===== config.mk =====
export PLATFORM = sky130hd
export DESIGN_NAME = if_id_queue
export DESIGN_NICKNAME = d
export VERILOG_FILES = /design/src/rtl/if_id_queue.sv
export SDC_FILE = /design/constraint.sdc
export NUM_CORES = 1
export LEC_CHECK = 0
export ABC_CLOCK_PERIOD_IN_PS = 7800
export BUFFER_PORTS_ARGS = -buffer_cell sky130_fd_sc_hd__buf_2
export CORE_MARGIN = 1.5
export CORE_UTILIZATION = 50
export DETAILED_ROUTE_END_ITERATION = 10
export HOLD_SLACK_MARGIN = 0.03
export PLACE_DENSITY = 0.8
export RECOVER_POWER = 100
export SLEW_MARGIN = 20
export SYNTH_ARGS = -nofsm -noshare
export SYNTH_HDL_FRONTEND = slang
export SYNTH_SLANG_ARGS = --single-unit

===== constraint.sdc =====
create_clock -name clk -period 7.8 [get_ports clk]
set_clock_uncertainty 0.2 [all_clocks]
set_input_delay 0.78 -clock clk [delete_from_list [all_inputs] [get_ports clk]]
set_output_delay 0.78 -clock clk [all_outputs]
set_load 0.01 [all_outputs]

===== src/rtl/if_id_queue.sv =====
// if_id_queue: in-order instruction buffer between fetch and decode.
// First-word-fall-through circular buffer of DEPTH {pc, instr} entries. The
// head entry is presented with its RV32 opcode/rd/rs1/rs2 fields pre-extracted.
// A synchronous flush drops everything buffered, plus any word offered that cycle.
// Optional feature macro: IQ_ILLEGAL_CHECK_EN enables the opcode legality
// flag on out_illegal. When the macro is absent, out_illegal is tied low.
module if_id_queue #(
  parameter int DEPTH = 4,
  parameter int IW    = 32,
  parameter int AW    = 32,
  localparam int PW   = $clog2(DEPTH),
  localparam int CW   = PW + 1
) (
  input  logic          clk,
  input  logic          rst_n,
  input  logic          in_valid,
  output logic          in_ready,
  input  logic [IW-1:0] in_instr,
  input  logic [AW-1:0] in_pc,
  input  logic          flush,
  output logic          out_valid,
  input  logic          out_ready,
  output logic [IW-1:0] out_instr,
  output logic [AW-1:0] out_pc,
  output logic [6:0]    out_opcode,
  output logic [4:0]    out_rd,
  output logic [4:0]    out_rs1,
  output logic [4:0]    out_rs2,
  output logic          out_illegal,
  output logic [CW-1:0] count
);

  typedef struct packed {
    logic [AW-1:0] pc;
    logic [IW-1:0] instr;
  } entry_t;

  entry_t        mem [DEPTH];
  logic [PW-1:0] wptr, rptr;
  logic          push, pop;
  entry_t        head;

  // A full queue ignores a same-cycle pop, so fetch stalls for one cycle.
  assign in_ready  = (count != CW'(DEPTH));
  assign out_valid = (count != '0);
  assign push      = in_valid && in_ready && !flush;
  assign pop       = out_valid && out_ready && !flush;

  // Storage is never cleared. Stale entries are hidden by count and the output mask.
  always_ff @(posedge clk) begin
    if (push) mem[wptr] <= '{pc: in_pc, instr: in_instr};
  end

  // Pointers and occupancy. DEPTH is a power of two, so the pointers wrap on their own.
  always_ff @(posedge clk or negedge rst_n) begin
    if (!rst_n) begin
      wptr  <= '0;
      rptr  <= '0;
      count <= '0;
    end else if (flush) begin
      wptr  <= '0;
      rptr  <= '0;
      count <= '0;
    end else begin
      if (push) wptr <= wptr + 1'b1;
      if (pop)  rptr <= rptr + 1'b1;
      case ({push, pop})
        2'b10:   count <= count + 1'b1;
        2'b01:   count <= count - 1'b1;
        default: count <= count;
      endcase
    end
  end

  // Head fields fall through combinationally and are masked to zero when the queue is empty.
  always_comb begin
    head      = mem[rptr];
    out_instr = out_valid ? head.instr : '0;
    out_pc    = out_valid ? head.pc    : '0;
  end

  assign out_opcode = out_instr[6:0];
  assign out_rd     = out_instr[11:7];
  assign out_rs1    = out_instr[19:15];
  assign out_rs2    = out_instr[24:20];

`ifdef IQ_ILLEGAL_CHECK_EN
  logic op_known;

  // Flags words outside the supported RV32I major opcodes. Decode decides whether to trap.
  always_comb begin
    op_known = 1'b0;
    case (out_opcode)
      7'b0110011, 7'b0010011, 7'b0000011, 7'b0100011, 7'b1100011,
      7'b1101111, 7'b1100111, 7'b0110111, 7'b0010111, 7'b1110011:
        op_known = 1'b1;
      default: op_known = 1'b0;
    endcase
    out_illegal = out_valid && (out_instr[1:0] != 2'b11 || !op_known);
  end
`else
  assign out_illegal = 1'b0;
`endif

endmodule


==> results of run 1 <==
## power breakdown
part	internal [mW]	total [mW]	switching, mW
clock network	0.699	1.19	0.495
logic	0.320	0.700	0.380
registers	1.61	1.65	0.0441
total	2.63	3.55	0.919
## cells by family after synthesis
| family | count (synthesis) | synth area share [%] |
|---|---|---|
| DFF | 263 | 75.6 |
| and+or+nand+nor | 85 | 4.90 |
| muxes | 65 | 14.0 |
| buffers and inverters | 55 | 3.33 |
| AOI/OAI and AO/OA | 17 | 1.22 |
| adders and majority gates | 5 | 0.674 |
| xor gates and xnor gates | 3 | 0.253 |
| other | 1 | 0.0361 |
## cell usage in the layout, fill, tap and decap left out, drive strengths merged, types with 2 or more instances in the layout
master    synthesis  routed
and3              4       4
clkinvlp          0       2
bufinv            0       2
a21oi             4       4
and2             64      64
clkinv            0      11
nor2              5       5
nand2             3       3
nand3             3       3
inv               5       6
nand2b            2       2
ha                4       4
mux4             64      64
xor2              2       2
dfrtp             7       7
clkbuf            9     135
buf              41      58
edfxtp          256     256
o21ai             2       2
## synth_stat cells, types with 2 or more instances
cell,number
xor2_1,2
o21ai_0,2
and2_1,64
clkbuf_1,8
nand2b_1,2
buf_2,12
ha_1,4
nor2_1,5
nand3_1,3
and3_1,4
buf_6,5
mux4_2,64
dfrtp_1,7
inv_1,5
nand2_1,3
buf_4,23
edfxtp_1,256
a21oi_1,4
## worst max path at each step
stage	slack, ns	cells past startpoint	to
3_5_place_dp	4.28	4	out_instr[0]
5_1_grt	1.79	4	out_pc[7]
4_1_cts	3.71	4	out_instr[27]
6_report	2.09	4	out_pc[24]
2_1_floorplan	4.40	4	mem[0][0]
3_3_place_gp	4.28	4	out_pc[3]
## routing by layer
metal | wire length, um | vias to the layer above | track usage (%)
li1 | - | 2243 | -
met1 | 7500 | 2588 | 22.3
met2 | 9680 | 178 | 30.9
met3 | 1270 | 35 | 3.85
met4 | 425 | 0 | 4.75
met5 | 0 | - | 0
## worst max-delay path, cell delays in order, from the launching register on
cell and delay, ns:
dfrtp_2 0.34, clkbuf_1 2.75, mux4_2 0.67, and2_0 0.21, buf_2 0.16
## timing repair
item	4_1_cts	5_1_grt
setup endpoints to repair	0	0
gates resized for setup	0	0
hold endpoints to repair	7	0
hold buffers	1	0
## sequential cells by signal, summed over array words and instances (netlist names)
signal	count
count	3
mem	256
rptr	2
wptr	2
## per-stage QoR
| stage | cell area (sq um) | utilization (%) | cells | hold WS (ns) | total power [mW] |
|---|---|---|---|---|---|
| after global placement | 11200 | 55.4 | 875 | 0.372 | 2.39 |
| final | 11900 | 58.8 | 925 | 0.322 | 3.55 |
| after detailed placement | 11200 | 55.4 | 875 | 0.415 | 2.41 |
| after global routing | 11900 | 58.7 | 924 | 0.321 | 3.69 |
| after CTS | 12100 | 59.5 | 924 | 0.257 | 3.60 |
| after floorplan | 10400 | - | 494 | 0.284 | 2.20 |
## final cells by class
type	instances	area (sq um)
clock buffer	32	694
clock inverter	16	133
fill	1559	8370
sequential	263	7870
antenna	1	2.50
multi-input combinational	176	2180
timing repair buffer	162	689
tap	270	338
inverter	5	18.8
==> results.sh, run 1 <==
export IMPL_violations="max-capacitance violations, max-slew violations"
export IMPL_overflow=0
export IMPL_dr_pass1_iters=4
export IMPL_core_area_sq_mm=0.0203
export IMPL_hp_start="in_pc[30]"
export IMPL_route_detailed_drc=0
export IMPL_ys_top_cells_by_area="edfxtp_1, mux4_2, and2_1"
export IMPL_grt_pass1_vias=5387
export IMPL_fmax_mhz=175
export IMPL_ioPinCount=161
export IMPL_synth_flop_cell="edfxtp_1"
export IMPL_hold_path_end="mem[3][62]"
export IMPL_worstRegToRegCells=3
export IMPL_synth_edff_count=256
export IMPL_synth_warnings=0
export IMPL_cts_buffers=26
export IMPL_syn_nets=568
export IMPL_finalCritPeriodShare_pct=73.2
export IMPL_hold_path_class="primary input to flip-flop"
export IMPL_leakagePower_nw=3.87
export IMPL_ctsHtreeMaxLevel=1
export IMPL_ys_ff_latch=263
export IMPL_yosys_area_top_type="edfxtp_1"
export IMPL_min_path_cells=1
export IMPL_postRouteAntennaNets=0
export IMPL_vias=5044
export IMPL_drtIter0Drc=439
export IMPL_r2r_end="mem[0][32]"
export IMPL_initial_core_util_pct=51.2
export IMPL_synth_top_area_share_pct=73.9
export IMPL_crit_required_ns=6.82
export IMPL_rows=52
export IMPL_yosysUniqueCellTypes=39
export IMPL_worstSetupStartpoint="rptr[1]"
export IMPL_cp_end_kind="primary output"
export IMPL_cts_setup_buffers=0
export IMPL_fin_ws_ns=2.09
export IMPL_worst_pin_slew_ns=3.95
export IMPL_place_ws_ns=4.28
export IMPL_die_y_um=147
export IMPL_final_max_slew_violation_count=392
export IMPL_critical_path_class="flip-flop to primary output"
export IMPL_clk_latency_ns=0.51
export IMPL_grt_max_degree=66
export IMPL_antenna_found_initial=1
export IMPL_pwr_density_cell_mw_per_mm2=297
export IMPL_relSlewSlack_pct=-164
export IMPL_synthCells=494
export IMPL_r2r_slack_ns=3.68
export IMPL_critPathArrivalTime_ns=4.73
export IMPL_place_gp_congestion=0.695
export IMPL_chipWidth_um=147
export IMPL_final_nets=708
export IMPL_syn_cell_area_sq_mm=0.0104
export IMPL_setup_tns_final_ns=0
export IMPL_setup_viol=0
export IMPL_status="finished with violations"
export IMPL_port_buffers=159
export IMPL_cts_tree="yes"
export IMPL_clock_sinks=263
export IMPL_drive_above_1_share_pct=25.1
export IMPL_vias_per_cell=5.45
export IMPL_clk_path_buf_depth=3
export IMPL_clkTransAtPathRegs_ns=0.06
export IMPL_r2r_start="count[1]"
export IMPL_grtUsageTotal_pct=17.6
export IMPL_post_dp_hpwl_mm=10.9
export IMPL_area_delta_synth_final_pct=14.7
export IMPL_grt_setup_unrepaired="false"
export IMPL_synth_avg_cell_area_sq_um=21.0
export IMPL_grt_first_pass_wirelength_mm=29.3
export IMPL_synthArstFlopShare_pct=2.66
export IMPL_die_area_sq_mm=0.0217
export IMPL_finalHoldViolations=0
export IMPL_min_period_ns=5.71
export IMPL_drt_wl_total_mm=18.9
export IMPL_ys_seq_area_share_pct=75.6
export IMPL_cp_max_fo=65
export IMPL_wl_per_cell_um=20.4
export IMPL_cap_viol_max_count=6
export IMPL_start_kind="flip-flop"
export IMPL_ir_worst_vdd_mv=0.195
export IMPL_cts_root_buf="clkbuf_16"
No activity file was read; power rests on OpenSTA's default activity.
==> run 2: changes to the inputs <==
--- a/config.mk
+++ b/config.mk
@@ -5,13 +5,14 @@
 export SDC_FILE = /design/constraint.sdc
 export NUM_CORES = 1
 export LEC_CHECK = 0
-export ABC_CLOCK_PERIOD_IN_PS = 7800
+export ABC_AREA = 1
+export ABC_CLOCK_PERIOD_IN_PS = 4950
 export BUFFER_PORTS_ARGS = -buffer_cell sky130_fd_sc_hd__buf_2
 export CORE_MARGIN = 1.5
 export CORE_UTILIZATION = 50
 export DETAILED_ROUTE_END_ITERATION = 10
 export HOLD_SLACK_MARGIN = 0.03
-export PLACE_DENSITY = 0.8
+export PLACE_DENSITY = 0.82
 export RECOVER_POWER = 100
 export SLEW_MARGIN = 20
 export SYNTH_ARGS = -nofsm -noshare
==> constraint.sdc (replaced) <==
create_clock -name clk -period 4.95 [get_ports clk]
set_clock_uncertainty 0.2 [all_clocks]
set_input_delay 0.495 -clock clk [delete_from_list [all_inputs] [get_ports clk]]
set_output_delay 0.495 -clock clk [all_outputs]
set_load 0.01 [all_outputs]
==> results.sh, run 2 <==
export IMPL_ioPinCount=161
export IMPL_synthArstFlopShare_pct=2.66
export IMPL_syn_nets=916
export IMPL_synth_top_area_share_pct=73.2
export IMPL_largest_register_ffs=256
export IMPL_leakagePower_nw=4.26
export IMPL_hold_path_class="primary input to flip-flop"
export IMPL_final_nets=1106
export IMPL_clock_sinks=263
export IMPL_fillers=1606
export IMPL_core_area_sq_mm=0.0204
export IMPL_crit_required_ns=4.86
export IMPL_p_sw_share_pct=33.1
export IMPL_multi_input_area_sq_mm=0.00218
export IMPL_regArea_sq_mm=0.00787
export IMPL_critical_path_class="flip-flop to flip-flop"
export IMPL_relSlewSlack_pct=-27.0
export IMPL_grt_max_degree=130
export IMPL_violations="max-capacitance violations, max-slew violations"
export IMPL_layout_common_cells="nor2_1, edfxtp_1, clkbuf_1"
export IMPL_min_period_ns=3.82
export IMPL_synth_most_common_cell="nor2_1"
export IMPL_finalCritPeriodShare_pct=77.2
export IMPL_overflow=0
export IMPL_cts_resized=0
export IMPL_ctsHtreeMaxLevel=1
export IMPL_cts_buffers=26
export IMPL_vias_per_cell=5.29
export IMPL_finalHoldViolations=0
export IMPL_status="finished with violations"
export IMPL_port_buffers=159
export IMPL_die_area_sq_mm=0.0219
export IMPL_yosys_top_cells_count="nor2_1, edfxtp_1, o21ai_0"
export IMPL_power_switching_mw=2.13
export IMPL_wl_per_cell_um=16.8
export IMPL_grt_setup_unrepaired="false"
export IMPL_dr_pass1_iters=4
export IMPL_p_clk_share_pct=30.8
export IMPL_final_common_cell="nor2_1"
export IMPL_ir_worst_vdd_mv=0.294
export IMPL_synthCells=842
export IMPL_internal_power_mw=4.31
export IMPL_vias=6982
export IMPL_critPathArrivalTime_ns=3.73
export IMPL_cts_tree="yes"
export IMPL_setup_viol=0
export IMPL_comb_power_share_pct=27.5
export IMPL_route_detailed_drc=0
export IMPL_place_gp_congestion=0.764
export IMPL_synth_avg_cell_area_sq_um=12.5
export IMPL_die_y_um=148
export IMPL_power_frac_seq_pct=41.7
export IMPL_setup_tns_final_ns=0
export IMPL_grt_first_pass_wirelength_mm=34.3
export IMPL_area_delta_synth_final_pct=20.2
export IMPL_cts_root_buf="clkbuf_16"
export IMPL_clk_path_buf_depth=3
export IMPL_cp_end_kind="flip-flop"
export IMPL_post_dp_hpwl_mm=11.2
export IMPL_yosys_area_top_type="edfxtp_1"
export IMPL_antenna_found_initial=0
export IMPL_yosysUniqueCellTypes=20
export IMPL_drt_wl_total_mm=22.2
export IMPL_postRouteAntennaNets=0
export IMPL_drive_above_1_share_pct=5.52
export IMPL_clkTransAtPathRegs_ns=0.06
export IMPL_ys_ff_latch=263
export IMPL_fin_ws_ns=1.13
export IMPL_cap_viol_max_count=4
export IMPL_start_kind="flip-flop"
export IMPL_synth_warnings=0
export IMPL_synth_flop_cell="edfxtp_1"
export IMPL_grt_pass1_vias=6917
export IMPL_cp_max_fo=54
export IMPL_synth_edff_count=256
export IMPL_syn_cell_area_sq_mm=0.0105
export IMPL_pwr_density_cell_mw_per_mm2=510
export IMPL_drtIter0Drc=444
export IMPL_rows=52
export IMPL_largest_register="mem"
export IMPL_ys_top_cells_by_area="edfxtp_1, nor2_1, o21ai_0"
export IMPL_worst_pin_slew_ns=1.90
export IMPL_cts_setup_buffers=0
export IMPL_reg_top3="mem x256, count x3"
export IMPL_clk_latency_ns=0.51
export IMPL_grtUsageTotal_pct=20.1
export IMPL_fmax_mhz=262
export IMPL_n_antenna_cell=0
export IMPL_initial_core_util_pct=51.4
export IMPL_ys_seq_area_share_pct=74.8
export IMPL_final_max_slew_violation_count=247
export IMPL_place_ws_ns=1.60
export IMPL_chipWidth_um=148
[run 2: cell count changes after synthesis, sizes merged, moves of 4 or more]
cell | before | now
and3 | 4 | 0
and2 | 64 | 0
mux4 | 64 | 0
nor2 | 5 | 263
inv | 5 | 14
clkbuf | 9 | 14
a21oi | 4 | 67
buf | 41 | 57
o21ai | 2 | 132
nand2 | 3 | 22
[run 2: per-layer routing]
layer  track usage, %  wire, um
met1             24.9      8920
met3             3.06      1440
met2             35.8     11500
met5                0         0
met4             7.08       405
[run 2: worst max-delay path: stages (launching register included)]
cell and delay (ns):
dfrtp_1 0.45, nor2_1 0.10, nand2_1 0.09, nand2_1 0.09
nor2_1 0.20, inv_1 0.17, nor2_1 0.77, clkbuf_2 1.33
[run 2: path summary, 6_finish.rpt]
check / startpoint / to / slack (ns) / depth (start not counted)
max: count[0] / mem[1][37] / 1.13 / 7
min in group asynchronous: rst_n / rptr[0] / 0.23 / 2
max reg2reg: count[0] / mem[1][37] / 1.13 / 7
max in group asynchronous: rst_n / rptr[0] / 3.98 / 2
min reg2reg: count[2] / count[2] / 0.39 / 2
min: flush / count[1] / 0.08 / 4
[run 2: cell families (layout without fill, tap and decap cells)]
family / after synthesis / count (layout) / share of synthesized area (%)
XOR/XNOR: 1 / 1 / 0.0834
flip-flops: 263 / 263 / 74.8
adder cells (fa/ha/maj): 5 / 5 / 0.667
AND/OR/NAND/NOR: 287 / 287 / 10.3
buffers and inverters: 85 / 294 / 4.57
AO/OA/AOI/OAI: 200 / 200 / 9.55
other: 1 / 1 / 0.0357
[run 2: final cells by class]
type                       instances  share of cell area, %
clock buffer                      30                   5.44
clock inverter                    17                   1.48
inverter                          14                  0.456
multi-input combinational        494                   17.3
sequential                       263                   62.3
tap                              270                   2.67
timing repair buffer             233                   10.4
[run 2: timing repair]
action,CTS,global route
hold buffers,65,0
hold endpoints to repair,263,0
endpoints found under the setup margin,0,0
[run 2: stage by stage]
step / utilization, % / power, mW / std cells / hold slack [ns] / cell area, sq um
finish: 61.8 / 6.44 / 1321 / 0.0807 / 12600
global route: 61.8 / 6.76 / 1321 / 0.0809 / 12600
CTS: 62.9 / 6.57 / 1321 / 0.0454 / 12800
detailed placement: 55.4 / 4.55 / 1209 / 0.141 / 11300
global placement: 55.4 / 4.51 / 1209 / 0.137 / 11300
floorplan: - / 3.99 / 842 / -0.000591 / 10500
[run 2: power groups by stage]
stage | clock [mW] | sequential [mW] | combinational [mW]
floorplan | 0 | 2.68 | 1.31
global placement | 0 | 2.72 | 1.79
detailed placement | 0 | 2.73 | 1.82
CTS | 2.01 | 2.68 | 1.88
global route | 2.10 | 2.70 | 1.95
finish | 1.98 | 2.69 | 1.77
==> run 3: changes to the inputs <==
--- a/config.mk
+++ b/config.mk
@@ -6,13 +6,13 @@
 export NUM_CORES = 1
 export LEC_CHECK = 0
 export ABC_AREA = 1
-export ABC_CLOCK_PERIOD_IN_PS = 4950
+export ABC_CLOCK_PERIOD_IN_PS = 3800
 export BUFFER_PORTS_ARGS = -buffer_cell sky130_fd_sc_hd__buf_2
 export CORE_MARGIN = 1.5
 export CORE_UTILIZATION = 50
 export DETAILED_ROUTE_END_ITERATION = 10
 export HOLD_SLACK_MARGIN = 0.03
-export PLACE_DENSITY = 0.82
+export PLACE_DENSITY = 0.8
 export RECOVER_POWER = 100
 export SLEW_MARGIN = 20
 export SYNTH_ARGS = -nofsm -noshare
==> constraint.sdc (replaced) <==
create_clock -name clk -period 3.8 [get_ports clk]
set_clock_uncertainty 0.2 [all_clocks]
set_input_delay 0.38 -clock clk [delete_from_list [all_inputs] [get_ports clk]]
set_output_delay 0.38 -clock clk [all_outputs]
set_load 0.01 [all_outputs]
==> results.sh, run 3 (synthesized netlist as in run 2, its figures left out) <==
export IMPL_cts_root_buf="clkbuf_16"
export IMPL_ioPinCount=161
export IMPL_pwr_density_cell_mw_per_mm2=659
export IMPL_setup_viol=0
export IMPL_wl_per_cell_um=17.2
export IMPL_overflow=0
export IMPL_die_y_um=148
export IMPL_clk_latency_ns=0.51
export IMPL_final_common_cell="nor2_1"
export IMPL_placed_area_sq_mm=0.0114
export IMPL_grt_max_degree=130
export IMPL_final_max_slew_violation_count=62
export IMPL_relSlewSlack_pct=-31.3
export IMPL_cts_setup_buffers=0
export IMPL_hold_ws_ns=0.0840
export IMPL_placed_cells=1215
export IMPL_critPathArrivalTime_ns=2.70
export IMPL_chipWidth_um=148
export IMPL_r2r_start="count[0]"
export IMPL_vias=6966
export IMPL_fin_area_sq_mm=0.0127
export IMPL_min_path_cells=4
export IMPL_violations="max-capacitance violations, max-slew violations"
export IMPL_ir_worst_vdd_mv=0.423
export IMPL_crit_required_ns=3.22
export IMPL_start_kind="flip-flop"
export IMPL_port_buffers=159
export IMPL_grt_setup_unrepaired="false"
export IMPL_post_dp_hpwl_mm=12.4
export IMPL_die_area_sq_mm=0.0219
export IMPL_r2r_end="mem[2][39]"
export IMPL_status="finished with violations"
export IMPL_largest_register="mem"
export IMPL_worstSetupStartpoint="count[1]"
export IMPL_dr_pass1_iters=4
export IMPL_clk_path_buf_depth=3
export IMPL_hp_start="in_valid"
export IMPL_fmax_mhz=305
export IMPL_final_nets=1116
export IMPL_route_detailed_drc=0
export IMPL_n_antenna_cell=0
export IMPL_critical_path_class="flip-flop to primary output"
export IMPL_min_period_ns=3.28
export IMPL_setup_tns_final_ns=0
export IMPL_grt_pass1_vias=7016
export IMPL_clkTransAtPathRegs_ns=0.06
export IMPL_leakagePower_nw=4.31
export IMPL_drive_above_1_share_pct=5.57
export IMPL_cap_viol_max_count=2
export IMPL_stdcell_count=1330
export IMPL_worst_pin_slew_ns=1.97
export IMPL_reg_top3="mem x256, count x3"
export IMPL_cp_end_kind="primary output"
export IMPL_postRouteAntennaNets=0
export IMPL_place_gp_congestion=0.815
export IMPL_ctsHtreeMaxLevel=1
export IMPL_endpoint="out_pc[11]"
export IMPL_core_area_sq_mm=0.0204
export IMPL_largest_register_ffs=256
export IMPL_layout_common_cells="nor2_1, edfxtp_1, clkbuf_1"
export IMPL_drt_wl_total_mm=22.9
export IMPL_cts_buffers=27
export IMPL_clock_sinks=263
export IMPL_initial_core_util_pct=51.4
export IMPL_area_delta_synth_final_pct=20.6
export IMPL_vias_per_cell=5.24
export IMPL_hold_path_class="primary input to flip-flop"
export IMPL_cts_tree="yes"
export IMPL_finalHoldViolations=0
export IMPL_grt_first_pass_wirelength_mm=35.9
export IMPL_worstRegToRegCells=7
export IMPL_r2r_slack_ns=0.61
export IMPL_rows=52
export IMPL_drtIter0Drc=400
export IMPL_finalCritPeriodShare_pct=86.2
export IMPL_cp_max_fo=35
export IMPL_grtUsageTotal_pct=20.9
export IMPL_antenna_found_initial=0
-- run 3: report_power, final --
group | internal, mW | switching [mW]
Combinational | 0.691 | 1.72
Clock | 1.50 | 1.00
Sequential | 3.37 | 0.0637
Total | 5.56 | 2.78
-- run 3: worst min path at each step --
| stage | to | slack (ns) |
|---|---|---|
| 3_5_place_dp | count[0] | 0.03 |
| 3_3_place_gp | count[1] | 0.03 |
| 6_report | wptr[0] | 0.08 |
| 5_1_grt | wptr[0] | 0.1 |
| 2_1_floorplan | count[0] | -0.12 |
| 4_1_cts | wptr[0] | 0.05 |
-- run 3: cell type report --
| class | instances | area, sq um |
|---|---|---|
| fillers | 1578 | 7760 |
| multi-input cells | 494 | 2170 |
| inverters | 14 | 53.8 |
| clock inverters | 12 | 131 |
| clock buffers | 35 | 706 |
| repair buffers | 242 | 1400 |
| flip-flops and latches | 263 | 7870 |
| well taps | 270 | 338 |
-- run 3: repair_timing --
| action | CTS | global route |
|---|---|---|
| hold buffers | 68 | 0 |
| resized for setup | 0 | 0 |
| hold endpoints to repair | 269 | 0 |
-- run 3: critical path, stage by stage, from the launching register on --
cell	delay, ns
dfrtp_1	0.42
nor2_1	0.18
nand2_1	0.13
inv_2	0.58
clkbuf_2	0.54
a21oi_1	0.13
clkbuf_1	0.17
-- run 3: per-stage QoR --
stage                     setup WS, ns  util [%]  power (mW)
final                            0.523      62.0        8.35
after detailed placement          1.18      55.7        5.98
after floorplan                 -0.554         -        5.19
after CTS                        0.614      63.2        8.53
after global placement            1.20      55.7        5.93
after global routing             0.267      62.0        8.78
-- run 3: metal layers --
layer	routed length, um	vias up	global-route usage, %
li1	-	3334	-
met1	8940	3320	25.7
met2	11800	271	37.1
met3	1660	41	4.10
met4	501	0	6.53
met5	0	-	0
